===== src/rtl/led_out_pkg.sv =====
// Shared types and default timing constants for the LED/buzzer driver.
// Optional macro LED_OUT_EDGE_EN selects level inputs with edge detect.
package led_out_pkg;

  typedef enum logic [1:0] {
    IDLE = 2'd0,
    ON   = 2'd1,
    GAP  = 2'd2
  } state_t;

  localparam int DIV_40HZ      = 1250000;
  localparam int ON_TICKS_DEF  = 4;
  localparam int OFF_TICKS_DEF = 4;
  localparam int PEND_MAX_DEF  = 7;

  function automatic int imax(input int a, input int b);
    return (a > b) ? a : b;
  endfunction

endpackage


===== src/rtl/led_out_chan.sv =====
// One indicator channel: flash FSM, tick counter, pending-flash counter.
// With LED_OUT_EDGE_EN, pin is a level fed through a 2-FF sync + edge detect.
module led_out_chan
  import led_out_pkg::*;
#(
  parameter int ON_TICKS  = ON_TICKS_DEF,
  parameter int OFF_TICKS = OFF_TICKS_DEF,
  parameter int PEND_MAX  = PEND_MAX_DEF
) (
  input  logic clk,
  input  logic rst_n,
  input  logic tick,
  input  logic pin,
  output logic nlout,
  output logic busy
);

  localparam int CW = $clog2(imax(ON_TICKS, OFF_TICKS) + 1);
  localparam int PW = $clog2(PEND_MAX + 1);

  logic ev;

`ifdef LED_OUT_EDGE_EN
  logic [2:0] sr;

  // two sync stages plus one history stage for rise detection
  always_ff @(posedge clk or negedge rst_n) begin
    if (!rst_n) sr <= '0;
    else        sr <= {sr[1:0], pin};
  end

  assign ev = sr[1] & ~sr[2];
`else
  assign ev = pin;
`endif

  state_t        state, state_n;
  logic [CW-1:0] cnt, cnt_n;
  logic [PW-1:0] pend, pend_n;
  logic          pend_up;

  assign pend_up = ev && (pend != PW'(PEND_MAX));

  // next state, tick count and pending count
  always_comb begin
    state_n = state;
    cnt_n   = cnt;
    pend_n  = pend;
    unique case (state)
      IDLE: begin
        if (ev) begin
          state_n = ON;
          cnt_n   = '0;
        end
      end
      ON: begin
        if (pend_up) pend_n = pend + 1'b1;
        if (tick) begin
          if (cnt == CW'(ON_TICKS - 1)) begin
            state_n = GAP;
            cnt_n   = '0;
          end else begin
            cnt_n = cnt + 1'b1;
          end
        end
      end
      GAP: begin
        if (pend_up) pend_n = pend + 1'b1;
        if (tick) begin
          if (cnt == CW'(OFF_TICKS - 1)) begin
            cnt_n = '0;
            if (pend != '0) begin
              state_n = ON;
              pend_n  = ev ? pend : pend - 1'b1;
            end else if (ev) begin
              state_n = ON;
              pend_n  = '0;
            end else begin
              state_n = IDLE;
            end
          end else begin
            cnt_n = cnt + 1'b1;
          end
        end
      end
      default: begin
        state_n = IDLE;
        cnt_n   = '0;
        pend_n  = '0;
      end
    endcase
  end

  // state registers; output registered from next state
  always_ff @(posedge clk or negedge rst_n) begin
    if (!rst_n) begin
      state <= IDLE;
      cnt   <= '0;
      pend  <= '0;
      nlout <= 1'b1;
    end else begin
      state <= state_n;
      cnt   <= cnt_n;
      pend  <= pend_n;
      nlout <= (state_n != ON);
    end
  end

  assign busy = (state != IDLE) || (pend != '0);

endmodule


===== src/rtl/led_out.sv =====
// Multi-channel active-low flash driver with shared 40 Hz prescaler.
// Optional macro LED_OUT_EDGE_EN: PIN treated as async level inputs.
module led_out
  import led_out_pkg::*;
#(
  parameter int NCH       = 3,
  parameter int DIV       = DIV_40HZ,
  parameter int ON_TICKS  = ON_TICKS_DEF,
  parameter int OFF_TICKS = OFF_TICKS_DEF,
  parameter int PEND_MAX  = PEND_MAX_DEF
) (
  input  logic           CLK,
  input  logic           nRST,
  input  logic [NCH-1:0] PIN,
  output logic [NCH-1:0] nLOUT,
  output logic [NCH-1:0] BUSY
);

  localparam int PW = (DIV > 1) ? $clog2(DIV) : 1;

  logic [PW-1:0] pcnt;
  logic          tick;

  assign tick = (pcnt == PW'(DIV - 1));

  // free-running prescaler shared by all channels
  always_ff @(posedge CLK or negedge nRST) begin
    if (!nRST)     pcnt <= '0;
    else if (tick) pcnt <= '0;
    else           pcnt <= pcnt + 1'b1;
  end

  for (genvar i = 0; i < NCH; i++) begin : g_ch
    led_out_chan #(
      .ON_TICKS (ON_TICKS),
      .OFF_TICKS(OFF_TICKS),
      .PEND_MAX (PEND_MAX)
    ) u_ch (
      .clk  (CLK),
      .rst_n(nRST),
      .tick (tick),
      .pin  (PIN[i]),
      .nlout(nLOUT[i]),
      .busy (BUSY[i])
    );
  end

endmodule

===== config.mk =====
export PLATFORM = sky130hd
export DESIGN_NAME = led_out
export DESIGN_NICKNAME = d
export VERILOG_FILES = /design/src/rtl/led_out_pkg.sv /design/src/rtl/led_out_chan.sv /design/src/rtl/led_out.sv
export SDC_FILE = /design/constraint.sdc
export NUM_CORES = 1
export LEC_CHECK = 0
export CORE_ASPECT_RATIO = 0.6
export CORE_MARGIN = 1.5
export CORE_UTILIZATION = 50
export CTS_BUF_LIST = sky130_fd_sc_hd__clkbuf_4
export CTS_CLUSTER_DIAMETER = 40
export DETAILED_ROUTE_END_ITERATION = 16
export PLACE_DENSITY = 0.77
export SKIP_LAST_GASP = 1
export SLEW_MARGIN = 0
export SYNTH_ARGS = -nofsm -noshare
export SYNTH_HDL_FRONTEND = slang
export SYNTH_SLANG_ARGS = --single-unit

===== constraint.sdc =====
create_clock -name CLK -period 3.3 [get_ports CLK]
set_clock_uncertainty 0.05 [all_clocks]
set_input_delay 0.66 -clock CLK [delete_from_list [all_inputs] [get_ports CLK]]
set_output_delay 0.66 -clock CLK [all_outputs]
set_load 0.05 [all_outputs]

==> results of run 1 <==
[power groups by stage]
stage	combinational, W	sequential [W]	clock (W)
after global routing	0.000994	0.000728	0.000322
final	0.000925	0.000718	0.000292
after detailed placement	0.000907	0.000729	0
after CTS	0.000913	0.000718	0.000294
after floorplan	0.000737	0.000710	0
after global placement	0.000891	0.000726	0
[path summary, 6_finish.rpt]
path / start / end / slack [ns] / cells past startpoint
setup / recovery: g_ch[1].u_ch.pend[0] / BUSY[1] / 0.21 / 5
hold / removal: nRST / g_ch[1].u_ch.pend[0] / 0.13 / 1
setup reg to reg: pcnt[0] / g_ch[2].u_ch.pend[0] / 0.74 / 6
hold reg to reg: g_ch[0].u_ch.cnt[2] / g_ch[0].u_ch.cnt[2] / 0.46 / 1
max in group asynchronous: nRST / g_ch[0].u_ch.nlout / 2.26 / 2
min in group CLK: g_ch[0].u_ch.cnt[2] / g_ch[0].u_ch.cnt[2] / 0.46 / 1
[metrics by stage]
stage | cells | setup slack (ns) | cell area, um^2 | utilization [%] | power (W)
6_report | 450 | 0.212 | 3590 | 56.7 | 0.00193
5_1_grt | 450 | 0.102 | 3590 | 56.7 | 0.00204
4_1_cts | 450 | 0.206 | 3590 | 56.7 | 0.00192
3_5_place_dp | 442 | 0.627 | 3530 | 55.8 | 0.00164
3_3_place_gp | 442 | 0.714 | 3530 | 55.8 | 0.00162
2_1_floorplan | 357 | 0.976 | 3390 | - | 0.00145
[kinds of logic (layout without fill, tap and decap cells)]
| logic type | count (synthesis) | after routing | share of synthesized area (%) |
|---|---|---|---|
| simple gates | 144 | 144 | 25.0 |
| buf+inv | 31 | 40 | 4.50 |
| flops | 48 | 48 | 35.6 |
| xor+xnor | 18 | 18 | 4.65 |
| mux | 13 | 13 | 3.95 |
| fa+ha+maj | 28 | 28 | 10.3 |
| compound gates | 75 | 75 | 16.0 |
[final cells by class]
class,count,area [um^2]
clock buffer,7,52.6
clock inverter,1,5.00
sequential,48,1200
inverter,18,67.6
multi-input combinational,278,2030
fill,580,2740
tap,84,105
timing repair buffer,14,125
[synth_stat cells (10+ instances only)]
master	number	area, um^2
dfrtp_1	45	1130
ha_1	28	350
inv_1	18	67.6
mux2i_1	10	100
nand2_1	20	75.1
nand3_1	20	100
nor2_1	29	109
nor2b_1	13	81.3
o21ai_0	11	55.1
[cell usage in the layout, fill, tap and decap left out, types with 3 or more instances in the layout]
| master | instances |
|---|---|
| or4_4 | 3 |
| inv_1 | 18 |
| nand2_1 | 20 |
| nor4_2 | 3 |
| a211oi_1 | 7 |
| nand4_1 | 3 |
| nor3_1 | 9 |
| buf_4 | 4 |
| or2_2 | 3 |
| xor2_1 | 9 |
| clkdlybuf4s50_1 | 9 |
| a22o_1 | 9 |
| dfrtp_1 | 45 |
| a31oi_1 | 7 |
| nor4_1 | 7 |
| dfstp_2 | 3 |
| a311oi_1 | 4 |
| nand3_1 | 20 |
| nand2b_1 | 9 |
| and3_1 | 3 |
| nor2b_1 | 13 |
| ha_1 | 28 |
| a21oi_1 | 6 |
| mux2_1 | 3 |
| xnor2_1 | 9 |
| mux2i_1 | 10 |
| o2bb2ai_1 | 5 |
| o21ai_0 | 11 |
| nor2_1 | 29 |
| o21a_1 | 5 |
| clkbuf_4 | 7 |
| or3_1 | 3 |
[sequential cells by signal, summed over array words and instances (netlist names)]
signal,flops
g_ch.u_ch.nlout,3
g_ch.u_ch.cnt,9
g_ch.u_ch.pend,9
pcnt,21
g_ch.u_ch.state,6
[layer usage]
| metal | vias to the layer above | global-route usage [%] |
|---|---|---|
| met4 | 0 | 4.38 |
| li1 | 1330 | - |
| met2 | 89 | 31.5 |
| met5 | - | 0 |
| met3 | 8 | 4.79 |
| met1 | 1300 | 33.9 |
==> results.sh, run 1 <==
export IMPL_synth_edf_count=0
export IMPL_die_width_um=109
export IMPL_grt_overflow=0
export IMPL_routed_top_layer="met4"
export IMPL_relSlewSlack_pct=44.0
export IMPL_h_tree_depth=2
export IMPL_dr_total_vias=2727
export IMPL_dpl_hpwl_um=5550
export IMPL_drive_gt1_share_pct=8.74
export IMPL_synth_ff_type="dfrtp_1"
export IMPL_pwr_share_clk_pct=15.1
export IMPL_ir_drop_v=0.000452
export IMPL_route_met2_wl_um=2960
export IMPL_cts_sinks=48
export IMPL_initial_utilization_pct=53.5
export IMPL_drt_iter0_drc=216
export IMPL_crit_chain="inv_1, ha_1, nor2b_1, nand2_1, clkdlybuf4s50_1"
export IMPL_totalWireLength_um=7440
export IMPL_route_met3_wl_um=490
export IMPL_dr_pass1_iters=5
export IMPL_sw_frac_of_total_pct=43.0
export IMPL_grt_pass1_vias=2502
export IMPL_syn_area_per_cell_um2=9.49
export IMPL_p_int_w=0.00110
export IMPL_cp_start_kind="flip-flop"
export IMPL_synthCells=357
export IMPL_coreArea_um2=6330
export IMPL_status="finished, final reports clean"
export IMPL_worstPathMaxFanout=6
export IMPL_drt_antenna_violating_nets=0
export IMPL_worst_pin_slew_ns=0.833
export IMPL_syn_nets=390
export IMPL_clock_latency_ns=0.37
export IMPL_synth_async_reset_ratio_pct=100
export IMPL_gp_congestion=0.960
export IMPL_setup_tns_ns=0
export IMPL_grt_max_degree=33
export IMPL_max_freq_ghz=0.324
export IMPL_chipHeight_um=66.8
export IMPL_cts_hold_buf=0
export IMPL_vias_per_cell=6.06
export IMPL_antenna_found_initial=0
export IMPL_critPathTopFamily="buffers and inverters"
export IMPL_p_comb_share_pct=47.8
export IMPL_yosys_warnings=0
export IMPL_syn_cell_area_um2=3390
export IMPL_ioPinCount=11
export IMPL_track_usage_pct=22.1
export IMPL_num_rows=22
export IMPL_cp_end_kind="output pin"
export IMPL_cpPeakStageDelay_ns=0.71
export IMPL_cts_root_buf="clkbuf_4"
export IMPL_synth_yosys_seq_area_share_pct=35.6
export IMPL_wire_per_inst_um=16.5
export IMPL_antenna_cells=0
export IMPL_met1_length_um=3950
export IMPL_leakage_nw=1.53
export IMPL_hp_class="input port to async pin"
export IMPL_die_area_um2=7300
export IMPL_pwr_density_cell_nw_per_um2=539
export IMPL_grt_pass1_wl_um=12400
export IMPL_yosys_cell_types_count=63
export IMPL_cp_arrival_ns=2.38
export IMPL_critical_path_class="flip-flop to output pin"
export IMPL_power_switching_w=0.000832
export IMPL_setup_viol=0
export IMPL_period_needed_ns=3.09
export IMPL_clock_path_buffers=2
export IMPL_cp_num_buf_inv=2
export IMPL_nets=398
export IMPL_post_route_period_util_pct=93.6
export IMPL_cts_setup_buffers=0
export IMPL_syn2layout_area_growth_pct=5.98
export IMPL_synth_seq_cells=48
export IMPL_path_clk_slew_ns=0.15
export IMPL_cts_resized_gates=0
export IMPL_holdWs_ns=0.133
export IMPL_hold_viol_final=0
export IMPL_pwr_share_seq_pct=37.1
export IMPL_drv_cap=0
export IMPL_drc=0
export IMPL_rsz0062_at_grt="false"
export IMPL_cp_slowest_cell="clkdlybuf4s50_1"
export IMPL_slew_viol_final=0
export IMPL_cts_tree="done"
export IMPL_crit_required_ns=2.59
export IMPL_portBuffers=10
export IMPL_cts_buffers=5
(Power assumes the default switching activity.)
==> run 2: changes to the inputs <==
--- a/config.mk
+++ b/config.mk
@@ -12,6 +12,7 @@
 export CTS_CLUSTER_DIAMETER = 40
 export DETAILED_ROUTE_END_ITERATION = 16
 export PLACE_DENSITY = 0.77
+export SETUP_SLACK_MARGIN = 0.1
 export SKIP_LAST_GASP = 1
 export SLEW_MARGIN = 0
 export SYNTH_ARGS = -nofsm -noshare
==> results of run 2 <==
Final layout, timing and power as in run 1 (identical DEF).
==> run 3: changes to the inputs <==
--- a/config.mk
+++ b/config.mk
@@ -13,7 +13,6 @@
 export DETAILED_ROUTE_END_ITERATION = 16
 export PLACE_DENSITY = 0.77
 export SETUP_SLACK_MARGIN = 0.1
-export SKIP_LAST_GASP = 1
 export SLEW_MARGIN = 0
 export SYNTH_ARGS = -nofsm -noshare
 export SYNTH_HDL_FRONTEND = slang
==> results of run 3 <==
Final layout, timing and power as in run 1 (identical DEF).
==> RTL change: new RTL, flow settings as in run 3 <==
Change the package constant `DIV_40HZ` from 1250000 to 2500000.
--- a/src/rtl/led_out_pkg.sv
+++ b/src/rtl/led_out_pkg.sv
@@ -10,3 +10,3 @@
 
-  localparam int DIV_40HZ      = 1250000;
+  localparam int DIV_40HZ      = 2500000;
   localparam int ON_TICKS_DEF  = 4;
Behaviour: same outputs for any inputs over 10 cycles, from zero or initial values and one cycle with nRST low; that may be too few to reach the edited logic, so the function may still have changed.
==> RTL change against run 3 <==
  * Synthesized cell count increased by 7.0%
  * Combinational power decreased by 7.0%
  * Setup slack improved by 0.060 ns
  * Power decreased by 1.6%
  * Area after synthesis increased by 2.8%
  * Wire length increased by 2.7%
  * Global-route usage decreased by 0.50 points
  * Critical path depth unchanged
  * Critical endpoint is now BUSY[2]
  * Sequential cell count increased by 1
  * Design area increased by 2.9%
==> RTL change: results (changes against run 3) <==
[run_status] result of the run finished clean
[setup_path] highest fanout seen on the critical path 7 [+1]
[cells_and_area] number of nets in the final layout 420 [+5.5%]
[cells_and_area] area of all sequential standard cells 1230 um^2 [+2.1%]
[placement] Placer Congestion 0.884 [-7.9%]
[global_routing] pin count of the biggest net entering global routing 29 [-12%]
[placement] HPWL reported at the end of detailed placement 5.62 mm [+1.1%]
[cells_and_area] antenna cells 0 [unchanged]
[global_routing] met3 global-route usage 0.0413 [-0.00665]
[clock_tree] number of levels in the clock H-tree 2 [unchanged]
[global_routing] via count of the first global-routing pass 2612 [+4.4%]
[global_routing] global routing usage on met1 0.324 [-0.0155]
[setup_path] CP max-delay cell clkdlybuf4s50_1
[route] routed metal-1 wirelength 3.94 mm [-0.18%]
[cells_and_area] ratio of cells with drive above 1 in the final layout 0.0979 [+0.0105]
[logic_synthesis] most frequent cells after synthesis dfrtp_1 (46), nand2_1 (38), nor2_1 (31)
[timing] Worst-Margin Slew 0.874 ns [+0.0409 ns]
[cells_and_area] largest registers pcnt x22, g_ch.u_ch.cnt x9, g_ch.u_ch.pend x9
[setup_path] CP delay by family, top buffers and inverters
[pwr] maximum VDD drop 0.342 mV [-24%]
[logic_synthesis] synthesized-area fraction occupied by ao, oa, aoi and oai cells 0.171 [+0.0110]
[logic_synthesis] fraction of the yosys area taken by sequential cells 0.353 [-0.00265]
[clock_tree] count of cells resized by post-cts repair 0 [unchanged]
[clock_tree] Skew-Pair Late Insertion Delay 0.40 ns [+0.03 ns]
[logic_synthesis] share of cell area taken by muxes after synthesis 0.0452 [+0.00573]
[route] Met2 Routed Length 3.22 mm [+8.6%]
[route] met3 layer wire length in the routed design 412 um [-16%]
[global_routing] met2 layer usage reported by global route 0.316 [+0.000743]
[cells_and_area] FILL cells 615 [+6.0%]
[logic_synthesis] nets in the synthesized netlist 415 [+6.4%]
[global_routing] global-route wire length before repair 13.0 mm [+4.4%]
[placement] Post-Place Setup Slack 0.730 ns [+0.103 ns]
[route] number of design-rule violations left by the first detailed-router iteration 220 [+1.9%]
[placement] cell area after placement 3630 um^2 [+2.9%]
[route] routed via count 2882 [+5.7%]
[logic_synthesis] parity-gate share of the synthesized area counting xor and xnor cells 0.0478 [+0.00123]
[clock_tree] root buf cell clkbuf_4
[global_routing] Overall Global Routing Usage 0.216 [-0.00502]
[setup_path] data arrival at the endpoint of the critical path 2.32 ns [-0.06 ns]
[route] Routed WL per cell 16.1 um [-2.7%]
[clock_tree] number of buffers created by CTS 5 [unchanged]
[logic_synthesis] warning count from the yosys run 0 [unchanged]
[logic_synthesis] adder and majority gate portion of the synthesized area 0.101 [-0.00286]
[pwr] Leak Pwr 1.57 nW [+2.5%]
[logic_synthesis] cell types occupying the most area after synthesis dfrtp_1 (33%), ha_1 (10%), nand2_1 (4.1%)
[route] top layer reached by signal wires met4
-- RTL change: kinds of logic after synthesis --
logic type | count (synthesis)
AOI/OAI and AO/OA | 86
muxes | 15
buffers and inverters | 37
DFF | 49
xor gates and xnor gates | 19
and+or+nand+nor | 148
adders and majority gates | 28
-- RTL change: metrics by stage --
stage	hold WS [ns]	power, mW	instances
6_report	0.151	1.90	475
5_1_grt	0.171	2.04	475
4_1_cts	0.159	1.90	475
3_5_place_dp	0.431	1.60	467
3_3_place_gp	0.423	1.58	467
2_1_floorplan	0.314	1.41	382
-- RTL change: report_power, final --
| group | internal [mW] | total, mW | switching (mW) |
|---|---|---|---|
| combinational | 0.339 | 0.860 | 0.521 |
| clock | 0.0848 | 0.305 | 0.220 |
| sequential | 0.671 | 0.738 | 0.0664 |
| total | 1.10 | 1.90 | 0.807 |
-- RTL change: final cells by class --
type,count,share of cell area
inverter,21,0.0213
timing repair buffer,14,0.0339
tap,87,0.0295
clock inverter,3,0.00576
sequential,49,0.333
multi-input combinational,296,0.566
clock buffer,5,0.0102
-- RTL change: final timing paths --
| check | startpoint | end | slack (ns) | cells after the start |
|---|---|---|---|---|
| min | nRST | g_ch[0].u_ch.pend[1] | 0.15 | 1 |
| max in group asynchronous | nRST | g_ch[2].u_ch.nlout | 2.24 | 2 |
| max | g_ch[2].u_ch.pend[0] | BUSY[2] | 0.27 | 5 |
| min reg2reg | pcnt[0] | pcnt[0] | 0.46 | 1 |
| max reg2reg | pcnt[15] | g_ch[2].u_ch.cnt[2] | 0.72 | 5 |
| min in group CLK | pcnt[0] | pcnt[0] | 0.46 | 1 |
